===== config.mk =====
export PLATFORM = sky130hd
export DESIGN_NAME = smash_port_arbiter
export DESIGN_NICKNAME = d
export VERILOG_FILES = /design/src/rtl/smash_pkg.sv /design/src/rtl/smash_rr_arbiter.sv /design/src/rtl/smash_port_arbiter.sv
export SDC_FILE = /design/constraint.sdc
export NUM_CORES = 1
export LEC_CHECK = 0
export BUFFER_PORTS_ARGS = -buffer_cell sky130_fd_sc_hd__buf_2
export CORE_MARGIN = 2
export CORE_UTILIZATION = 31
export CTS_CLUSTER_SIZE = 12
export DETAILED_ROUTE_END_ITERATION = 16
export PLACE_DENSITY = 0.84
export SETUP_SLACK_MARGIN = 0.3
export SLEW_MARGIN = 5
export SYNTH_ARGS = -nofsm -noshare
export SYNTH_HDL_FRONTEND = slang
export SYNTH_HIERARCHICAL = 1
export SYNTH_SLANG_ARGS = --single-unit

===== constraint.sdc =====
create_clock -name i_clk -period 1.3 [get_ports i_clk]
set_clock_uncertainty 0.05 [all_clocks]
set_input_delay 0.065 -clock i_clk [delete_from_list [all_inputs] [get_ports i_clk]]
set_output_delay 0.065 -clock i_clk [all_outputs]
set_load 0.05 [all_outputs]

===== src/rtl/smash_pkg.sv =====
// smash_pkg
//   Shared definitions for the smash port arbiter.
//   - Default parameter values for the number of source ports and the flit width.
//   - TAIL_BIT: index of the end-of-packet flag in a default-width flit.
//   - arb_state_t: arbiter FSM state encoding.
//   - Helpers that derive the grant-index width and tail-bit index from the parameters.
package smash_pkg;

  localparam int DEFAULT_NUM_PORTS = 4;
  localparam int DEFAULT_DATA_SIZE = 32;
  localparam int TAIL_BIT          = DEFAULT_DATA_SIZE - 1;

  typedef enum logic [1:0] {
    IDLE  = 2'd0,
    READ  = 2'd1,
    WRITE = 2'd2,
    HOLD  = 2'd3
  } arb_state_t;

  // Width needed to hold a port index. A single-port build still needs one bit.
  function automatic int idx_width(input int num_ports);
    return (num_ports > 1) ? $clog2(num_ports) : 1;
  endfunction

  // The tail flag is always the most significant bit of a flit.
  function automatic int tail_index(input int data_size);
    return data_size - 1;
  endfunction

endpackage


===== src/rtl/smash_rr_arbiter.sv =====
// smash_rr_arbiter
//   Combinational rotating-priority search. The search starts at the port
//   after last_grant and wraps around, so the port served most recently gets
//   the lowest priority.
// Ports:
//   req        - request vector, one bit per port
//   last_grant - index of the most recently served port
//   grant      - one-hot winner; all zero when nothing is requested
//   valid      - high when some port is requesting
module smash_rr_arbiter
  import smash_pkg::*;
#(
  parameter int NUM_PORTS = DEFAULT_NUM_PORTS,
  parameter int IDX_W     = idx_width(NUM_PORTS)
) (
  input  logic [NUM_PORTS-1:0] req,
  input  logic [IDX_W-1:0]     last_grant,
  output logic [NUM_PORTS-1:0] grant,
  output logic                 valid
);

  logic found;

  // Two ascending passes model the wrap-around without any modulo arithmetic.
  // The first pass looks only above last_grant. The second pass wraps back to
  // port 0 and covers the rest, including last_grant itself.
  always_comb begin
    grant = '0;
    found = 1'b0;
    for (int i = 0; i < NUM_PORTS; i++) begin
      if (!found && req[i] && (i > int'(last_grant))) begin
        grant[i] = 1'b1;
        found    = 1'b1;
      end
    end
    for (int i = 0; i < NUM_PORTS; i++) begin
      if (!found && req[i] && (i <= int'(last_grant))) begin
        grant[i] = 1'b1;
        found    = 1'b1;
      end
    end
  end

  assign valid = |req;

endmodule


===== src/rtl/smash_port_arbiter.sv =====
// smash_port_arbiter
//   Moves whole packets from NUM_PORTS source FIFOs into one destination FIFO.
//   Once a port wins, it keeps the link until its tail flit has been written.
//   Each flit takes a READ cycle (pop the source) followed by a WRITE cycle
//   (push the destination).
// Ports:
//   i_clk, i_rst  - clock; synchronous active-high reset
//   i_src_empty   - empty flag of each source FIFO
//   i_src_data    - read data of each source FIFO; port p is slice p
//   o_src_read    - one-cycle pop to the granted source FIFO
//   i_dst_full    - full flag of the destination FIFO
//   o_dst_write   - push to the destination FIFO
//   o_dst_data    - flit pushed to the destination FIFO (zero when not writing)
//   o_grant       - one-hot owner of the link; zero when idle
//   o_busy        - high while a packet holds the link
module smash_port_arbiter
  import smash_pkg::*;
#(
  parameter int NUM_PORTS = DEFAULT_NUM_PORTS,
  parameter int DATA_SIZE = DEFAULT_DATA_SIZE
) (
  input  logic                           i_clk,
  input  logic                           i_rst,
  input  logic [NUM_PORTS-1:0]           i_src_empty,
  input  logic [NUM_PORTS*DATA_SIZE-1:0] i_src_data,
  output logic [NUM_PORTS-1:0]           o_src_read,
  input  logic                           i_dst_full,
  output logic                           o_dst_write,
  output logic [DATA_SIZE-1:0]           o_dst_data,
  output logic [NUM_PORTS-1:0]           o_grant,
  output logic                           o_busy
);

  localparam int IDX_W = idx_width(NUM_PORTS);
  localparam int TAIL  = tail_index(DATA_SIZE);

  arb_state_t           state, state_next;
  logic [IDX_W-1:0]     grant, last_grant, arb_idx;
  logic [NUM_PORTS-1:0] arb_onehot, grant_onehot;
  logic                 arb_valid;
  logic [DATA_SIZE-1:0] granted_flit;
  logic                 flit_is_tail;
  logic                 can_move;

  smash_rr_arbiter #(
    .NUM_PORTS (NUM_PORTS),
    .IDX_W     (IDX_W)
  ) u_rr (
    .req        (~i_src_empty),
    .last_grant (last_grant),
    .grant      (arb_onehot),
    .valid      (arb_valid)
  );

  // Turn the arbiter's one-hot winner into an index so it can be stored in the grant register.
  always_comb begin
    arb_idx = '0;
    for (int i = 0; i < NUM_PORTS; i++) begin
      if (arb_onehot[i]) begin
        arb_idx = IDX_W'(i);
      end
    end
  end

  assign grant_onehot = NUM_PORTS'(1) << grant;
  assign granted_flit = i_src_data[int'(grant)*DATA_SIZE +: DATA_SIZE];
  assign flit_is_tail = granted_flit[TAIL];
  assign can_move     = !i_src_empty[grant] && !i_dst_full;

  // Next-state logic. All outputs are decoded from the state alone.
  // The only exception is o_dst_data, which passes the granted flit straight
  // through so the write happens in the cycle right after the read.
  always_comb begin
    state_next  = state;
    o_src_read  = '0;
    o_dst_write = 1'b0;
    o_dst_data  = '0;
    o_grant     = '0;
    o_busy      = 1'b0;
    unique case (state)
      IDLE: begin
        if (arb_valid && !i_dst_full) begin
          state_next = READ;
        end
      end
      READ: begin
        o_src_read = grant_onehot;
        o_grant    = grant_onehot;
        o_busy     = 1'b1;
        state_next = WRITE;
      end
      WRITE: begin
        o_dst_write = 1'b1;
        o_dst_data  = granted_flit;
        o_grant     = grant_onehot;
        o_busy      = 1'b1;
        if (flit_is_tail) begin
          state_next = IDLE;
        end else if (can_move) begin
          state_next = READ;
        end else begin
          state_next = HOLD;
        end
      end
      HOLD: begin
        o_grant = grant_onehot;
        o_busy  = 1'b1;
        if (can_move) begin
          state_next = READ;
        end
      end
      default: state_next = IDLE;
    endcase
  end

  // The grant is captured only when leaving IDLE. This locks the link to one
  // port for the whole packet. last_grant moves only when a packet completes,
  // so a packet cut short by reset does not rotate the priority.
  always_ff @(posedge i_clk) begin
    if (i_rst) begin
      state      <= IDLE;
      grant      <= '0;
      last_grant <= IDX_W'(NUM_PORTS - 1);
    end else begin
      state <= state_next;
      if (state == IDLE && state_next == READ) begin
        grant <= arb_idx;
      end
      if (state == WRITE && flit_is_tail) begin
        last_grant <= grant;
      end
    end
  end

endmodule


Word-level counts from Yosys, hierarchy flattened
Cells that the tools add are included.
Operators by class
  bitwise gates (word level): 1
  shift operators: 2
  eq/ne operators: 4
  order comparisons: 7
  reduce and logical (&&, ||, !) cells: 27
  mux-type cells: 26
Operators by type and width (number)
  $shiftx A128 B8 Y32: 1
  $mux W32: 1
  $logic_and A1 B1 Y1: 16
  $mux W1: 15
  $mux W2: 6
  $logic_not A1 Y1: 8
  $mux W4: 2
  $pmux W2 S4: 1
  $eq A2 B1 Y1 const B: 2
  $eq A2 B2 Y1 const B: 2
  $gt A2 B2 Y1 const A: 2
  $le A2 B2 Y1 const A: 2
  $not A4 Y4: 1
  $reduce_or A4 Y1: 1
  $shl A1 B2 Y4 const A: 1
  $lt A2 B3 Y1 const B: 1
  $reduce_or A3 Y1: 1
  $bmux W1 S2: 1
  $gt A1 B2 Y1 const A: 1
  $le A1 B2 Y1 const A: 1
  $logic_not A2 Y1: 1
Word-level totals
  word-level logic and storage cells: 70
  output and inout bits: 42
  input bits: 135
  register bits: 6

Logic depth before layout (Yosys ltp)
Gate-level depths: netlist of run 1.
  word-level depth: 27
  mapped depth: 6
  depth with buffers taken out: 6

Modules after synthesis
The synthesis of run 1 kept the hierarchy.
Modules (own cells, without submodules)
  smash_port_arbiter: cells each 128, seq. area each 120.1 µm², area each 1431.4 µm², times used 1
  smash_rr_arbiter: cells each 18, seq. area each 0.0 µm², area each 121.4 µm², times used 1

Worst setup path before layout of run 1
No wires, ideal clock.
  path type: reg-to-output
  start: register state[1]
  end: output port o_dst_data[22]
  data required time: 1185 ps
  stages on the path, launching flop included: 5
  setup slack: -577 ps
  path buffers: 2
  data arrival time: 1762 ps
  cell sequence: dfxtp_1 -> buf_4 -> nor2b_1 -> clkbuf_1 -> and2_1
On the way
  longest elaborated chain between the ends: 2
Ends and longest elaborated chain
  from (decl): line smash_port_arbiter.sv:37  | arb_state_t state, state_next;
  from (signal assigned): line smash_port_arbiter.sv:125  | state <= state_next;
  $eq A2 B2 Y1: line smash_port_arbiter.sv:80  | unique case (state)
  $mux W32: line smash_port_arbiter.sv:80
  to (decl): line smash_port_arbiter.sv:29  | output logic [DATA_SIZE-1:0] o_dst_data,
No other way between the ends.

Worst setup path in the final report of run 1
  start: register grant[0]
  end: output port o_dst_data[14]
On the way
  longest elaborated chain between the ends: 2
Ends and longest elaborated chain
  from (decl): line smash_port_arbiter.sv:38  | logic [IDX_W-1:0] grant, last_grant, arb_idx;
  from (signal assigned): line smash_port_arbiter.sv:127  | grant <= arb_idx;
  $shiftx A128 B8 Y32: line smash_port_arbiter.sv:66  | assign granted_flit = i_src_data[int'(grant)*DATA_SIZE +: DATA_SIZE];
  $mux W32: line smash_port_arbiter.sv:80
No other way between the ends.

==> results of run 1 <==
==> cell usage in the layout, fill, tap and decap left out, types with 6 or more instances in the layout <==
cell type and count:
buf_2 134, mux4_2 32, buf_4 12, buf_8 39, inv_1 6, nor2_1 7, buf_12 8, and2_4 31
nor2_4 7, buf_6 12
==> stage by stage <==
stage          util, %  worst slack [ns]  std cells  hold slack [ns]
5_1_grt           73.6            -0.548        406           0.0747
3_5_place_dp      58.0            -0.324        389            0.283
4_1_cts           72.9            -0.497        405           0.0479
6_report          73.6            -0.490        406           0.0599
3_3_place_gp      58.0            -0.294        389            0.274
2_1_floorplan        -            -0.206        143           0.0803
==> worst min-delay path by stage <==
stage           from                     to  cells after the start
2_1_floorplan  i_rst  grant[0]$_SDFFE_PP0P_                      1
3_3_place_gp   i_rst  grant[1]$_SDFFE_PP0P_                      2
3_5_place_dp   i_rst  grant[1]$_SDFFE_PP0P_                      2
4_1_cts        i_rst    state[0]$_SDFF_PP0_                      2
5_1_grt        i_rst    state[0]$_SDFF_PP0_                      2
6_report       i_rst    state[0]$_SDFF_PP0_                      2
==> report_power, final <==
| part | internal [mW] | switching [mW] | total, mW | leakage [nW] |
|---|---|---|---|---|
| Sequential | 0.204 | 0.0377 | 0.242 | 0.0516 |
| Clock | 0.199 | 0.0816 | 0.281 | 0.0216 |
| Combinational | 1.00 | 0.826 | 1.83 | 1.54 |
==> state kept, by name, indices dropped and copies added (netlist names) <==
| name | flops |
|---|---|
| last_grant | 2 |
| grant | 2 |
| state | 2 |
==> routing by layer <==
metal  share of wire, %  routed length, um  global-route usage, %
met1                 31               2320                   24.4
met2                 58               4370                   51.2
met3                7.3                550                   6.50
met5                  0                  0                      0
met4                3.6                273                   12.5
==> layout make-up <==
type | instances | area [um^2] | share of cell area, %
multi-input cells | 115 | 1510 | 43.1
clock buffers | 3 | 41.3 | 1.18
inverters | 8 | 35.0 | 1.00
repair buffers | 207 | 1700 | 48.5
flip-flops and latches | 6 | 136 | 3.90
well taps | 67 | 83.8 | 2.39
==> worst max-delay path, stage by stage (launching register included) <==
cell and delay, ns:
dfxtp_4 0.40, buf_6 0.12, buf_16 0.12, mux4_2 0.50
and2_4 0.16, buf_8 0.14
==> what timing repair did <==
item | in CTS | in global routing
setup endpoints to repair | 48 | 48
gates cloned | 2 | 0
gates resized for setup | 155 | 8
buffers inserted | 11 | 1
pin swaps | 51 | 8
==> metrics.yaml, run 1 <==
run_status:
  status: "complete, but fails checks"
  violations: "setup timing"
critical_path:
  critPathCaptureType: "output pin"
  crit_fanout: 7
  endpoint: "o_dst_data[14]"
  r2r_cells: 6
  crit_path_start_kind: "flop"
  critical_path_class: "reg2out"
  arrival_ns: 1.68
  worstPathRequired_ns: 1.19
  rr_startpoint: "grant[0]$_SDFFE_PP0P_"
  cp-startpoint: "grant[0]$_SDFFE_PP0P_"
  r2r_setup_slack_ns: -0.36
  reg2reg_to: "state[1]$_SDFF_PP0_"
hold_path:
  hold_class: "in2reg"
cells_and_area:
  post-route-cell-area_um2: 3500
  fillers: 338
  drive_gt1_share_pct: 90.9
  area_growth_pct: 128
  fin_nets: 476
  num_antenna_cells: 0
cts:
  clock-sinks: 6
  cts_max_level: 1
  hold_buffers: 0
  clk_pin_slew_ns: 0.04
  clk_latency_ns: 0.22
  cts_buffers: 3
  cts-root-buf: "clkbuf_8"
  clockBufferDepth: 2
  cts_tree: "built"
floorplan:
  initial_core_util_pct: 32.3
  rows: 25
  core-area_um2: 4750
  die_area_um2: 5530
  die_h_um: 74.3
  die_w_um: 74.3
  ios: 177
grt:
  antenna_found_initial: 0
  grt_pass1_wl_mm: 10.8
  grt_max_degree: 21
  grt.overflow.total: 0
  grt_pass1_vias: 2298
  grtUsageTotal_pct: 25.9
synth:
  synth_area_um2: 1530
  synth_warnings: 6
  synthCells: 143
  syn_nets: 278
  synth_area_per_cell_um2: 10.7
place:
  gp_congestion: 0.824
  placed_area_um2: 2760
  portBuffers: 176
  dp_hpwl_mm: 5.33
drt:
  drc_errors: 0
  totalWireLength_mm: 7.51
  vias: 2101
  antenna_left: 0
  wire_per_inst_um: 18.5
  first_pass_iters: 4
  viasPerCell: 5.17
  drt_iter0_markers: 63
timing:
  finalCritPeriodShare_pct: 138
  fmax_mhz: 559
  rsz0062_at_grt: "true"
  maxSlewHeadroom_pct: 83.0
  tightest_slew_ns: 0.254
  setup_viol: 44
  hold_viol_final: 0
  drv_slew: 0
  finalSetupTns_ns: -17.51
  fin_crit_ns: 1.79
  fin_ws_ns: -0.490
power:
  power_leakage_nw: 1.62
  p_total_mw: 2.35
  p_per_area_nw_per_um2: 671
  peakVddDrop_mv: 0.452
job:
  max_cap_viol_count: 0
Note: power is estimated with default switching activity, not from simulation.
==> run 2, diff against run 1 <==
--- a/config.mk
+++ b/config.mk
@@ -10,7 +10,7 @@
 export CORE_UTILIZATION = 31
 export CTS_CLUSTER_SIZE = 12
 export DETAILED_ROUTE_END_ITERATION = 16
-export PLACE_DENSITY = 0.84
+export PLACE_DENSITY_LB_ADDON = 0.25
 export SETUP_SLACK_MARGIN = 0.3
 export SLEW_MARGIN = 5
 export SYNTH_ARGS = -nofsm -noshare
==> constraint.sdc (replaced) <==
create_clock -name i_clk -period 1.3 [get_ports i_clk]
set_clock_uncertainty 0.05 [all_clocks]
set_input_delay 0.26 -clock i_clk [delete_from_list [all_inputs] [get_ports i_clk]]
set_output_delay 0.26 -clock i_clk [all_outputs]
set_load 0.05 [all_outputs]
==> run 2 against run 1 <==
- the flow still finishes with violations (setup timing)
- combinational power down 8%
- via count down 4.2%
- die area unchanged
- non-clock buffer count down 4
- setup slack worse by 0.19 ns
- utilization down 3.9 points
- largest cell class unchanged
==> metrics.yaml, run 2 (synthesized netlist as in run 1, its figures left out) <==
grt:
  grt_pass1_vias: 2021
  grt.overflow.total: 0
  grt_pass1_wl_mm: 9.69
  grtUsageTotal_pct: 22.9
  grt_max_degree: 33
  antenna_found_initial: 0
drt:
  drt_iter0_markers: 68
  drc_errors: 0
  antenna_left: 0
  viasPerCell: 5.00
  vias: 2012
  totalWireLength_mm: 6.86
  first_pass_iters: 4
  wire_per_inst_um: 17.1
critical_path:
  critPathCaptureType: "output pin"
  worstPathRequired_ns: 0.99
  slowest_stage: "mux4_2"
  slowest_delay_ns: 0.53
  critPathTopFamily: "multiplexers"
  critical_path_class: "reg2out"
  endpoint: "o_dst_data[0]"
  crit_fanout: 12
  worst-path-buf-inv: 2
  arrival_ns: 1.67
  rr_startpoint: "grant[0]$_SDFFE_PP0P_"
  path_depth: 4
  crit_path_start_kind: "flop"
  path_cells: "buf_12 -> mux4_2 -> and2_4 -> buf_6"
  r2r_setup_slack_ns: -0.45
  r2r_cells: 6
  cp-startpoint: "grant[0]$_SDFFE_PP0P_"
  reg2reg_to: "state[1]$_SDFF_PP0_"
cells_and_area:
  final-seq-area_um2: 134
  layoutNonFillerInstCount: 402
  final_cell_mix: "buf_2 (134), buf_6 (42), mux4_2 (32)"
  multi_input_area_um2: 1510
  area_growth_pct: 116
  post-route-cell-area_um2: 3320
  final_common_cell: "buf_2"
  top_regs: "grant x2, last_grant x2, state x2"
  utilization_pct: 69.8
  fillers: 367
  fin_nets: 472
  num_antenna_cells: 0
  drive_gt1_share_pct: 90.1
cts:
  hold_buffers: 0
  clock-sinks: 6
  cts_tree: "built"
  clk_latency_ns: 0.23
  cts-root-buf: "clkbuf_8"
  cts_max_level: 1
  cts_buffers: 3
  clk_pin_slew_ns: 0.04
  clockBufferDepth: 2
timing:
  drv_slew: 0
  setup_viol: 46
  tightest_slew_ns: 0.276
  finalCritPeriodShare_pct: 152
  fmax_mhz: 505
  hold_viol_final: 0
  finalSetupTns_ns: -23.83
  rsz0062_at_grt: "true"
  fin_ws_ns: -0.680
  fin_crit_ns: 1.98
  maxSlewHeadroom_pct: 81.5
place:
  portBuffers: 176
  gp_congestion: 0.806
  dp_hpwl_mm: 5.24
  placed_area_um2: 2770
  place_inst: 395
power:
  peakVddDrop_mv: 0.686
  power_leakage_nw: 1.55
  p_total_mw: 2.21
  p_per_area_nw_per_um2: 667
job:
  max_cap_viol_count: 0
floorplan:
  core-area_um2: 4750
  die_area_um2: 5530
  die_w_um: 74.3
  ios: 177
  rows: 25
  die_h_um: 74.3
  initial_core_util_pct: 32.3
run_status:
  violations: "setup timing"
  status: "complete, but fails checks"
hold_path:
  hold_class: "in2reg"
==> run 2: power breakdown <==
part | switching, mW | internal, mW | total (mW)
registers | 0.0345 | 0.205 | 0.239
clock network | 0.0897 | 0.200 | 0.289
logic | 0.778 | 0.907 | 1.68
total | 0.902 | 1.31 | 2.21
==> run 2: layer usage <==
layer / wire [um] / vias to the layer above / share of wire [%] / track usage, %
li1: - / 932 / - / -
met1: 2420 / 960 / 35 / 26.2
met2: 3730 / 97 / 54 / 43.0
met3: 506 / 23 / 7.4 / 3.66
met4: 208 / 0 / 3.0 / 8.13
met5: 0 / - / 0 / 0
==> run 2: what timing repair did <==
item	in CTS	in global routing
cloned	1	0
buffers inserted	1	2
gates resized for setup	113	17
setup endpoints to repair	48	48
endpoints found under the hold margin	0	0
pin swaps	5	3
==> run 2: cell type report <==
class	count	share of cell area [%]
clock buffer	3	1.24
multi-input combinational	115	45.4
tap	67	2.53
inverter	8	0.905
timing repair buffer	203	45.9
sequential	6	4.04
==> run 2: how the worst min path moves through the flow <==
stage | startpoint | endpoint | slack (ns) | cells after the start
finish | i_rst | state[0]$_SDFF_PP0_ | 0.25 | 2
global route | i_rst | state[0]$_SDFF_PP0_ | 0.27 | 2
global placement | i_rst | grant[1]$_SDFFE_PP0P_ | 0.47 | 2
floorplan | i_rst | grant[0]$_SDFFE_PP0P_ | 0.28 | 1
detailed placement | i_rst | grant[1]$_SDFFE_PP0P_ | 0.47 | 2
CTS | i_rst | grant[1]$_SDFFE_PP0P_ | 0.23 | 2
==> run 2: worst register-to-register path: cells and delay by family (launching register included) <==
kind / cells / cell delay [ns]
buffers and inverters: 3 / 0.40
AOI/OAI and AO/OA: 1 / 0.05
muxes: 1 / 0.51
and+or+nand+nor: 1 / 0.20
DFF: 1 / 0.41
==> run 2: through the flow <==
step	hold slack [ns]	setup slack (ns)
floorplan	0.275	-0.298
global placement	0.469	-0.455
detailed placement	0.466	-0.474
CTS	0.233	-0.681
global route	0.272	-0.704
finish	0.247	-0.680
==> run 3, diff against run 2 <==
--- a/config.mk
+++ b/config.mk
@@ -10,10 +10,11 @@
 export CORE_UTILIZATION = 31
 export CTS_CLUSTER_SIZE = 12
 export DETAILED_ROUTE_END_ITERATION = 16
-export PLACE_DENSITY_LB_ADDON = 0.25
-export SETUP_SLACK_MARGIN = 0.3
+export PLACE_DENSITY_LB_ADDON = 0.2
+export SETUP_SLACK_MARGIN = 0.2
 export SLEW_MARGIN = 5
 export SYNTH_ARGS = -nofsm -noshare
 export SYNTH_HDL_FRONTEND = slang
 export SYNTH_HIERARCHICAL = 1
 export SYNTH_SLANG_ARGS = --single-unit
+export TNS_END_PERCENT = 30
==> run 3 against run 2 <==
- the run still ends with setup timing left
- final area is the same
- maximum frequency shrank 0.70%
- register-to-register slack gained 0.06 ns
- utilization is the same
- routed wire length grew 5.3%
- final cell count shrank 0.25%
- clock-buffer cell count is the same
- flip-flop and latch count is the same
- largest power group unchanged
==> metrics.yaml, run 3 (synthesized netlist as in run 1, its figures left out) <==
run_status:
  status: "complete, but fails checks"
  violations: "setup timing"
cells_and_area:
  final_common_cell: "buf_2"
  fin_nets: 471
  final-seq-area_um2: 131
  num_antenna_cells: 0
  drive_gt1_share_pct: 89.2
  top_regs: "grant x2, last_grant x2, state x2"
  fillers: 361
  area_growth_pct: 116
  multi_input_area_um2: 1460
  final_cell_mix: "buf_2 (134), mux4_2 (32), and2_4 (31)"
  post-route-cell-area_um2: 3320
grt:
  grt_pass1_vias: 2038
  grtUsageTotal_pct: 24.4
  antenna_found_initial: 0
  grt_pass1_wl_mm: 10.1
  grt.overflow.total: 0
  grt_max_degree: 33
floorplan:
  core-area_um2: 4750
  die_w_um: 74.3
  ios: 177
  die_h_um: 74.3
  rows: 25
  die_area_um2: 5530
  initial_core_util_pct: 32.3
critical_path:
  slowest_stage: "mux4_2"
  r2r_setup_slack_ns: -0.39
  critPathTopFamily: "multiplexers"
  slowest_delay_ns: 0.48
  crit_path_start_kind: "flop"
  critPathCaptureType: "output pin"
  crit_fanout: 4
  path_cells: "buf_12 -> clkbuf_16 -> mux4_2 -> and2_4 -> buf_6"
  worstPathRequired_ns: 0.99
  worst-path-buf-inv: 3
  arrival_ns: 1.68
  critical_path_class: "reg2out"
job:
  max_cap_viol_count: 0
timing:
  fmax_mhz: 501
  timing.hold.ws_ns: 0.244
  setup_viol: 46
  tightest_slew_ns: 0.388
  fin_ws_ns: -0.694
  maxSlewHeadroom_pct: 74.1
  hold_viol_final: 0
  fin_crit_ns: 1.99
  rsz0062_at_grt: "true"
  finalCritPeriodShare_pct: 153
  drv_slew: 0
  finalSetupTns_ns: -25.59
cts:
  clk_latency_ns: 0.23
  clockBufferDepth: 2
  hold_buffers: 0
  cts_buffers: 3
  cts_max_level: 1
  clock-sinks: 6
  clk_pin_slew_ns: 0.03
  cts_tree: "built"
  cts-root-buf: "clkbuf_8"
drt:
  wire_per_inst_um: 18.0
  totalWireLength_mm: 7.23
  drc_errors: 0
  antenna_left: 0
  viasPerCell: 5.12
  drt_iter0_markers: 82
  vias: 2053
  first_pass_iters: 4
power:
  peakVddDrop_mv: 0.680
  p_per_area_nw_per_um2: 668
  power_leakage_nw: 1.54
  p_total_mw: 2.22
place:
  gp_congestion: 0.830
  dp_hpwl_mm: 5.13
  portBuffers: 176
  placed_area_um2: 2700
hold_path:
  hold_class: "in2reg"
[run 3: changes by cell type in the layout (fill, tap and decap cells not counted), moves of 2 or more]
cell and change:
buf_6 -15, buf_8 +9, nor2_2 +3, nor2_4 -3
buf_4 +2
[run 3: path summary, 6_finish.rpt]
path,start,to,cells past startpoint
min,i_rst,grant[0]$_SDFFE_PP0P_,2
max reg2reg,grant[0]$_SDFFE_PP0P_,state[1]$_SDFF_PP0_,6
min reg2reg,last_grant[0]$_SDFFE_PP1P_,last_grant[0]$_SDFFE_PP1P_,2
max,grant[0]$_SDFFE_PP0P_,o_dst_data[5],5
[run 3: layout make-up]
cell class	instances	share of cell area (%)
timing repair buffer	202	47.5
tap	67	2.53
inverter	8	0.905
sequential	6	3.96
clock buffer	3	1.24
multi-input combinational	115	43.9
[run 3: timing repair]
action / CTS / global route
gates cloned: 2 / 1
hold endpoints to repair: 0 / 0
buffers inserted: 4 / 0
setup endpoints to repair: 48 / 48
pin swaps: 12 / 12
resized for setup: 112 / 18
[run 3: through the flow]
stage	instances	worst slack (ns)	util, %
final	401	-0.694	69.8
after global routing	401	-0.740	69.8
after CTS	400	-0.704	67.8
after detailed placement	391	-0.470	56.8
after global placement	391	-0.449	56.8
after floorplan	143	-0.298	-
[run 3: report_power, final]
part,internal (mW),switching [mW]
Sequential,0.205,0.0303
Clock,0.199,0.0865
Combinational,0.917,0.777
Total,1.32,0.894
[run 3: layer usage]
layer,wire length [um],GRT usage (%),part of all wire (%)
met3,534,4.20,7.4
met5,0,0,0
met4,243,7.34,3.4
met1,2390,26.0,33
met2,4050,48.4,56
